[config.mk]
export PLATFORM = sky130hd
export DESIGN_NAME = add8_err_monitor
export DESIGN_NICKNAME = d
export VERILOG_FILES = /design/src/rtl/add8_mon_pkg.sv /design/src/rtl/add8_err_calc.sv /design/src/rtl/add8_err_monitor.sv
export SDC_FILE = /design/constraint.sdc
export NUM_CORES = 1
export LEC_CHECK = 0
export CAP_MARGIN = 20
export CORE_MARGIN = 10
export CORE_UTILIZATION = 56
export DETAILED_ROUTE_END_ITERATION = 8
export GPL_TIMING_DRIVEN = 0
export PLACE_DENSITY = 0.82
export REMOVE_ABC_BUFFERS = 1
export SYNTH_ARGS = -nofsm -noshare
export SYNTH_HDL_FRONTEND = slang
export SYNTH_SLANG_ARGS = --single-unit
[constraint.sdc]
create_clock -name clk -period 7.2 [get_ports clk]
set_input_delay 1.44 -clock clk [delete_from_list [all_inputs] [get_ports clk]]
set_output_delay 1.44 -clock clk [all_outputs]
set_load 0.02 [all_outputs]
[src/rtl/add8_mon_pkg.sv]
// Shared widths and FSM encoding for the 8-bit approximate-adder error monitor.
package add8_mon_pkg;

    localparam int OP_W  = 8;
    localparam int SUM_W = 9;
    localparam int ED_W  = 9;
    localparam int SQ_W  = 18;

    typedef enum logic [1:0] {
        ST_IDLE  = 2'd0,
        ST_RUN   = 2'd1,
        ST_DRAIN = 2'd2,
        ST_DONE  = 2'd3
    } mon_state_t;

endpackage

[src/rtl/add8_err_calc.sv]
// Stage 1: registers the absolute distance between the exact sum and the adder output.
module add8_err_calc
    import add8_mon_pkg::*;
(
    input  logic             clk,
    input  logic             rst,
    input  logic             acc_i,
    input  logic [OP_W-1:0]  a_i,
    input  logic [OP_W-1:0]  b_i,
    input  logic [SUM_W-1:0] o_i,
    output logic [ED_W-1:0]  ed_o,
    output logic             v1_o
);

    logic [SUM_W-1:0] exact;
    logic [ED_W-1:0]  ed_d;
    logic [ED_W-1:0]  ed_q;
    logic             v1_q;

    assign exact = {1'b0, a_i} + {1'b0, b_i};
    assign ed_d  = (exact >= o_i) ? (exact - o_i) : (o_i - exact);

    always_ff @(posedge clk) begin
        if (rst) begin
            v1_q <= 1'b0;
            ed_q <= '0;
        end else begin
            v1_q <= acc_i;
            if (acc_i) begin
                ed_q <= ed_d;
            end
        end
    end

    assign ed_o = ed_q;
    assign v1_o = v1_q;

endmodule

[src/rtl/add8_err_monitor.sv]
// Streaming error monitor: accepts NUM_SAMPLES (A, B, O) samples and accumulates
// MAE/MSE numerators, worst-case error and error count for an approximate adder.
module add8_err_monitor
    import add8_mon_pkg::*;
#(
    parameter int NUM_SAMPLES = 65536,
    parameter int CNT_W       = 17
) (
    input  logic                  clk,
    input  logic                  rst,
    input  logic                  start,
    input  logic                  in_valid,
    output logic                  in_ready,
    input  logic [OP_W-1:0]       A,
    input  logic [OP_W-1:0]       B,
    input  logic [SUM_W-1:0]      O,
    output logic                  busy,
    output logic                  done,
    output logic [CNT_W-1:0]      sample_cnt,
    output logic [CNT_W-1:0]      err_cnt,
    output logic [CNT_W+9-1:0]    sum_ed,
    output logic [CNT_W+18-1:0]   sum_sq,
    output logic [ED_W-1:0]       max_ed,
    output mon_state_t            dbg_state,
    output logic [1:0]            dbg_pipe
);

    localparam logic [CNT_W-1:0] N_L = CNT_W'(NUM_SAMPLES);

    mon_state_t             state_q, state_d;
    logic [CNT_W-1:0]       cnt_q, cnt_d;
    logic [CNT_W-1:0]       err_q, err_d;
    logic [CNT_W+9-1:0]     sum_ed_q, sum_ed_d;
    logic [CNT_W+18-1:0]    sum_sq_q, sum_sq_d;
    logic [ED_W-1:0]        max_q, max_d;
    logic                   v2_q, v2_d;

    logic                   accept;
    logic                   start_run;
    logic [ED_W-1:0]        ed;
    logic                   v1;
    logic [SQ_W-1:0]        ed_sq;

    // Handshake: a sample transfers on any rising edge where in_valid && in_ready;
    // in_ready depends only on registered state, never on in_valid.
    assign in_ready  = (state_q == ST_RUN) && (cnt_q < N_L);
    assign accept    = in_valid && in_ready;
    assign start_run = start && ((state_q == ST_IDLE) || (state_q == ST_DONE));

    add8_err_calc u_calc (
        .clk   (clk),
        .rst   (rst),
        .acc_i (accept),
        .a_i   (A),
        .b_i   (B),
        .o_i   (O),
        .ed_o  (ed),
        .v1_o  (v1)
    );

    assign ed_sq = {9'd0, ed} * {9'd0, ed};

    always_comb begin
        state_d  = state_q;
        cnt_d    = cnt_q;
        err_d    = err_q;
        sum_ed_d = sum_ed_q;
        sum_sq_d = sum_sq_q;
        max_d    = max_q;
        v2_d     = v1;

        case (state_q)
            ST_IDLE:  if (start) state_d = ST_RUN;
            ST_RUN:   if (accept && (cnt_q == N_L - 1'b1)) state_d = ST_DRAIN;
            // Stage 2 commits on the edge v1 drops, so the stats are final here.
            ST_DRAIN: if (!v1) state_d = ST_DONE;
            ST_DONE:  if (start) state_d = ST_RUN;
            default:  state_d = ST_IDLE;
        endcase

        if (start_run) begin
            cnt_d    = '0;
            err_d    = '0;
            sum_ed_d = '0;
            sum_sq_d = '0;
            max_d    = '0;
        end else begin
            if (accept) begin
                cnt_d = cnt_q + 1'b1;
            end
            if (v1) begin
                sum_ed_d = sum_ed_q + {{CNT_W{1'b0}}, ed};
                sum_sq_d = sum_sq_q + {{CNT_W{1'b0}}, ed_sq};
                err_d    = err_q + {{(CNT_W-1){1'b0}}, |ed};
                if (ed > max_q) begin
                    max_d = ed;
                end
            end
        end
    end

    always_ff @(posedge clk) begin
        if (rst) begin
            state_q  <= ST_IDLE;
            cnt_q    <= '0;
            err_q    <= '0;
            sum_ed_q <= '0;
            sum_sq_q <= '0;
            max_q    <= '0;
            v2_q     <= 1'b0;
        end else begin
            state_q  <= state_d;
            cnt_q    <= cnt_d;
            err_q    <= err_d;
            sum_ed_q <= sum_ed_d;
            sum_sq_q <= sum_sq_d;
            max_q    <= max_d;
            v2_q     <= v2_d;
        end
    end

    assign busy       = (state_q == ST_RUN) || (state_q == ST_DRAIN);
    assign done       = (state_q == ST_DONE);
    assign sample_cnt = cnt_q;
    assign err_cnt    = err_q;
    assign sum_ed     = sum_ed_q;
    assign sum_sq     = sum_sq_q;
    assign max_ed     = max_q;
    assign dbg_state  = state_q;
    assign dbg_pipe   = {v2_q, v1};

endmodule

==> metrics <==
Max rail drop VDD 0.000199 V; Detail Placement HPWL 16.5 mm; # DRC 0; clk sinks 117; Leak 4.86 nW; top cells by area, synth dfxtp_1, ha_1, fa_1; dpl ws 706 ps; initial core utilization 57.6%; share of layout cells above drive strength 1 4.34%; placed inst area 10,800 um2; worst-margin pin slew 844 ps; Remaining Overflow, GRT 0; clk buf depth 2; footprint of the multi-input gates 6100 um2; Fill cells 1,257; Layout area overhead 23.2%; Seq/Total Area, Yosys 25.4%; 1st-pass router iterations 5; number of global-route vias before repair 7,947; cts repair resizes 0; commonest non-fill, non-tap cells in the layout inv_1, clkdlybuf4s50_1, nor2_1; Synth top area share 25.4%; placed cells 1,426; Yosys warnings 0; setup TNS 0 ps; syn avg cell area 8.29 um2; DR WL/cell 15.0 um; cell row count 46; Clock Pin Slew Worst Setup and Hold Paths 60 ps; PwrDens 208 nW/um2; Netlist cell types 65; cells after synthesis 1,111; Crit. End Element register; DRT antenna net count 0; Final Hold Fails 0; Reg area 2340 um2; CTS Hold Bufs 0; final slew viol count 0; WP data required 7510 ps; HP Class register to register; cts bufs inserted 17; die width 148 um; Final Skew 6.26 ps; Tot Pwr 2.36 mW; Crit Path Class register to register; total of max-cap violations 0; wirelength, routed 21.9 mm; synthesized cell area 9210 um2; worst-skew pair later-pin latency 430 ps; Final Cycle Share 90.2%; Root Buffer clkbuf_16; TritonCTS clock tree built; leading area contributor after synthesis dfxtp_1; pin count of the biggest net entering global routing 65; IO Port Bufs 139; most common cell after layout, fill and taps aside inv_1; Worst Slack Setup Final 703 ps; Tot GR Track Use 20.1%; GP Congestion 0.853; Post-Layout Cell Count 1,459; Setup crit start kind register; first-pass GRT wire length 36.9 mm; die height 148 um; fin util 70.9%; full die area 22,000 um2; layout net count 1,402; final setup violation count 0; initial antenna violation count 0; Async S/R FF share, synth 0%; boundary pin count 140; core footprint 16,000 um2; Post-CTS Setup Bufs 0; Clock H-tree levels 4; RSZ-0062 raised after global routing false; f_max 154 MHz; Synth Register Bits 117; Min Hold Slack 493 ps; status completed; Max-slew headroom 43.7%; Primary FF master, synth dfxtp_1; CP max FO 14; EDFF count, synth 0; final instance area 11,300 um2; CP arrival 6810 ps; DR vias/cell 5.44; n_diodes 0; Period minus WS final 6500 ps; First DRT Iteration DRCs 392; Via Count 7,937
power by group:
| group | total, mW | internal [mW] | switching (mW) |
|---|---|---|---|
| logic | 0.787 | 0.325 | 0.463 |
| clock network | 0.820 | 0.495 | 0.326 |
| registers | 0.750 | 0.674 | 0.0762 |
| total | 2.36 | 1.49 | 0.864 |
final cells by class:
| type | count | share of cell area (%) |
|---|---|---|
| clock buffers | 19 | 3.99 |
| multi-input cells | 794 | 53.8 |
| clock inverters | 13 | 1.10 |
| inverters | 157 | 5.19 |
| repair buffers | 143 | 12.9 |
| flip-flops and latches | 117 | 20.7 |
| well taps | 216 | 2.38 |
critical path, cell delays in order (launching register included):
cell	delay, ps
dfxtp_1	720
inv_1	320
nor2_1	210
inv_1	100
fa_1	590
inv_1	70
fa_1	500
inv_1	50
fa_1	470
inv_1	50
fa_1	530
inv_1	50
fa_1	500
inv_1	40
ha_1	340
and2_1	200
and2_1	160
a211oi_1	550
o21ai_0	440
nor2b_1	260
xnor2_1	150
nor2_1	60
state kept, by name, summed over array words and instances, names as in the netlist:
register     flops
dbg_state        2
sum_ed          26
sum_sq          35
max_ed           9
u_calc.v1_o      1
u_calc.ed_o      9
err_cnt         17
sample_cnt      17
v2_q             1
metal layers:
metal | wire (um) | GRT usage (%) | vias up
li1 | - | - | 3959
met1 | 9450 | 23.0 | 3755
met2 | 10500 | 34.8 | 198
met3 | 1660 | 6.80 | 25
met4 | 335 | 6.05 | 0
met5 | 0 | 0 | -
cell families after synthesis:
family,share of synthesized area [%]
and+or+nand+nor,18.5
DFF,25.4
muxes,3.04
buffers and inverters,8.44
AOI/OAI and AO/OA,13.3
adders and majority gates,23.4
xor gates and xnor gates,7.89
path summary, 6_finish.rpt:
check / from / endpoint / slack (ps) / cells after the start
worst max-delay path: u_calc.ed_o[6]$_SDFFE_PP0P_ / sum_sq[28]$_SDFFE_PP0P_ / 700 / 21
worst min-delay path: max_ed[2]$_SDFFE_PP0P_ / max_ed[2]$_SDFFE_PP0P_ / 490 / 2
worst max register to register: u_calc.ed_o[6]$_SDFFE_PP0P_ / sum_sq[28]$_SDFFE_PP0P_ / 700 / 21
worst min register to register: max_ed[2]$_SDFFE_PP0P_ / max_ed[2]$_SDFFE_PP0P_ / 490 / 2
synth_stat cells (all sizes together) (5+ instances only):
| master | instances |
|---|---|
| buf | 12 |
| clkbuf | 31 |
| nor2b | 14 |
| dfxtp | 117 |
| inv | 157 |
| a211oi | 21 |
| fa | 49 |
| a21o | 20 |
| a31oi | 6 |
| a21oi | 51 |
| nand3b | 5 |
| and2 | 19 |
| and4 | 5 |
| nor3 | 14 |
| ha | 94 |
| nand4 | 24 |
| o31ai | 6 |
| o21a | 6 |
| and3 | 7 |
| xor2 | 39 |
| or3 | 13 |
| a31o | 7 |
| nor4 | 6 |
| xnor2 | 44 |
| nand2 | 74 |
| nor2 | 124 |
| mux2i | 28 |
| nand3 | 29 |
| o21ai | 36 |
(Power assumes the default switching activity.)
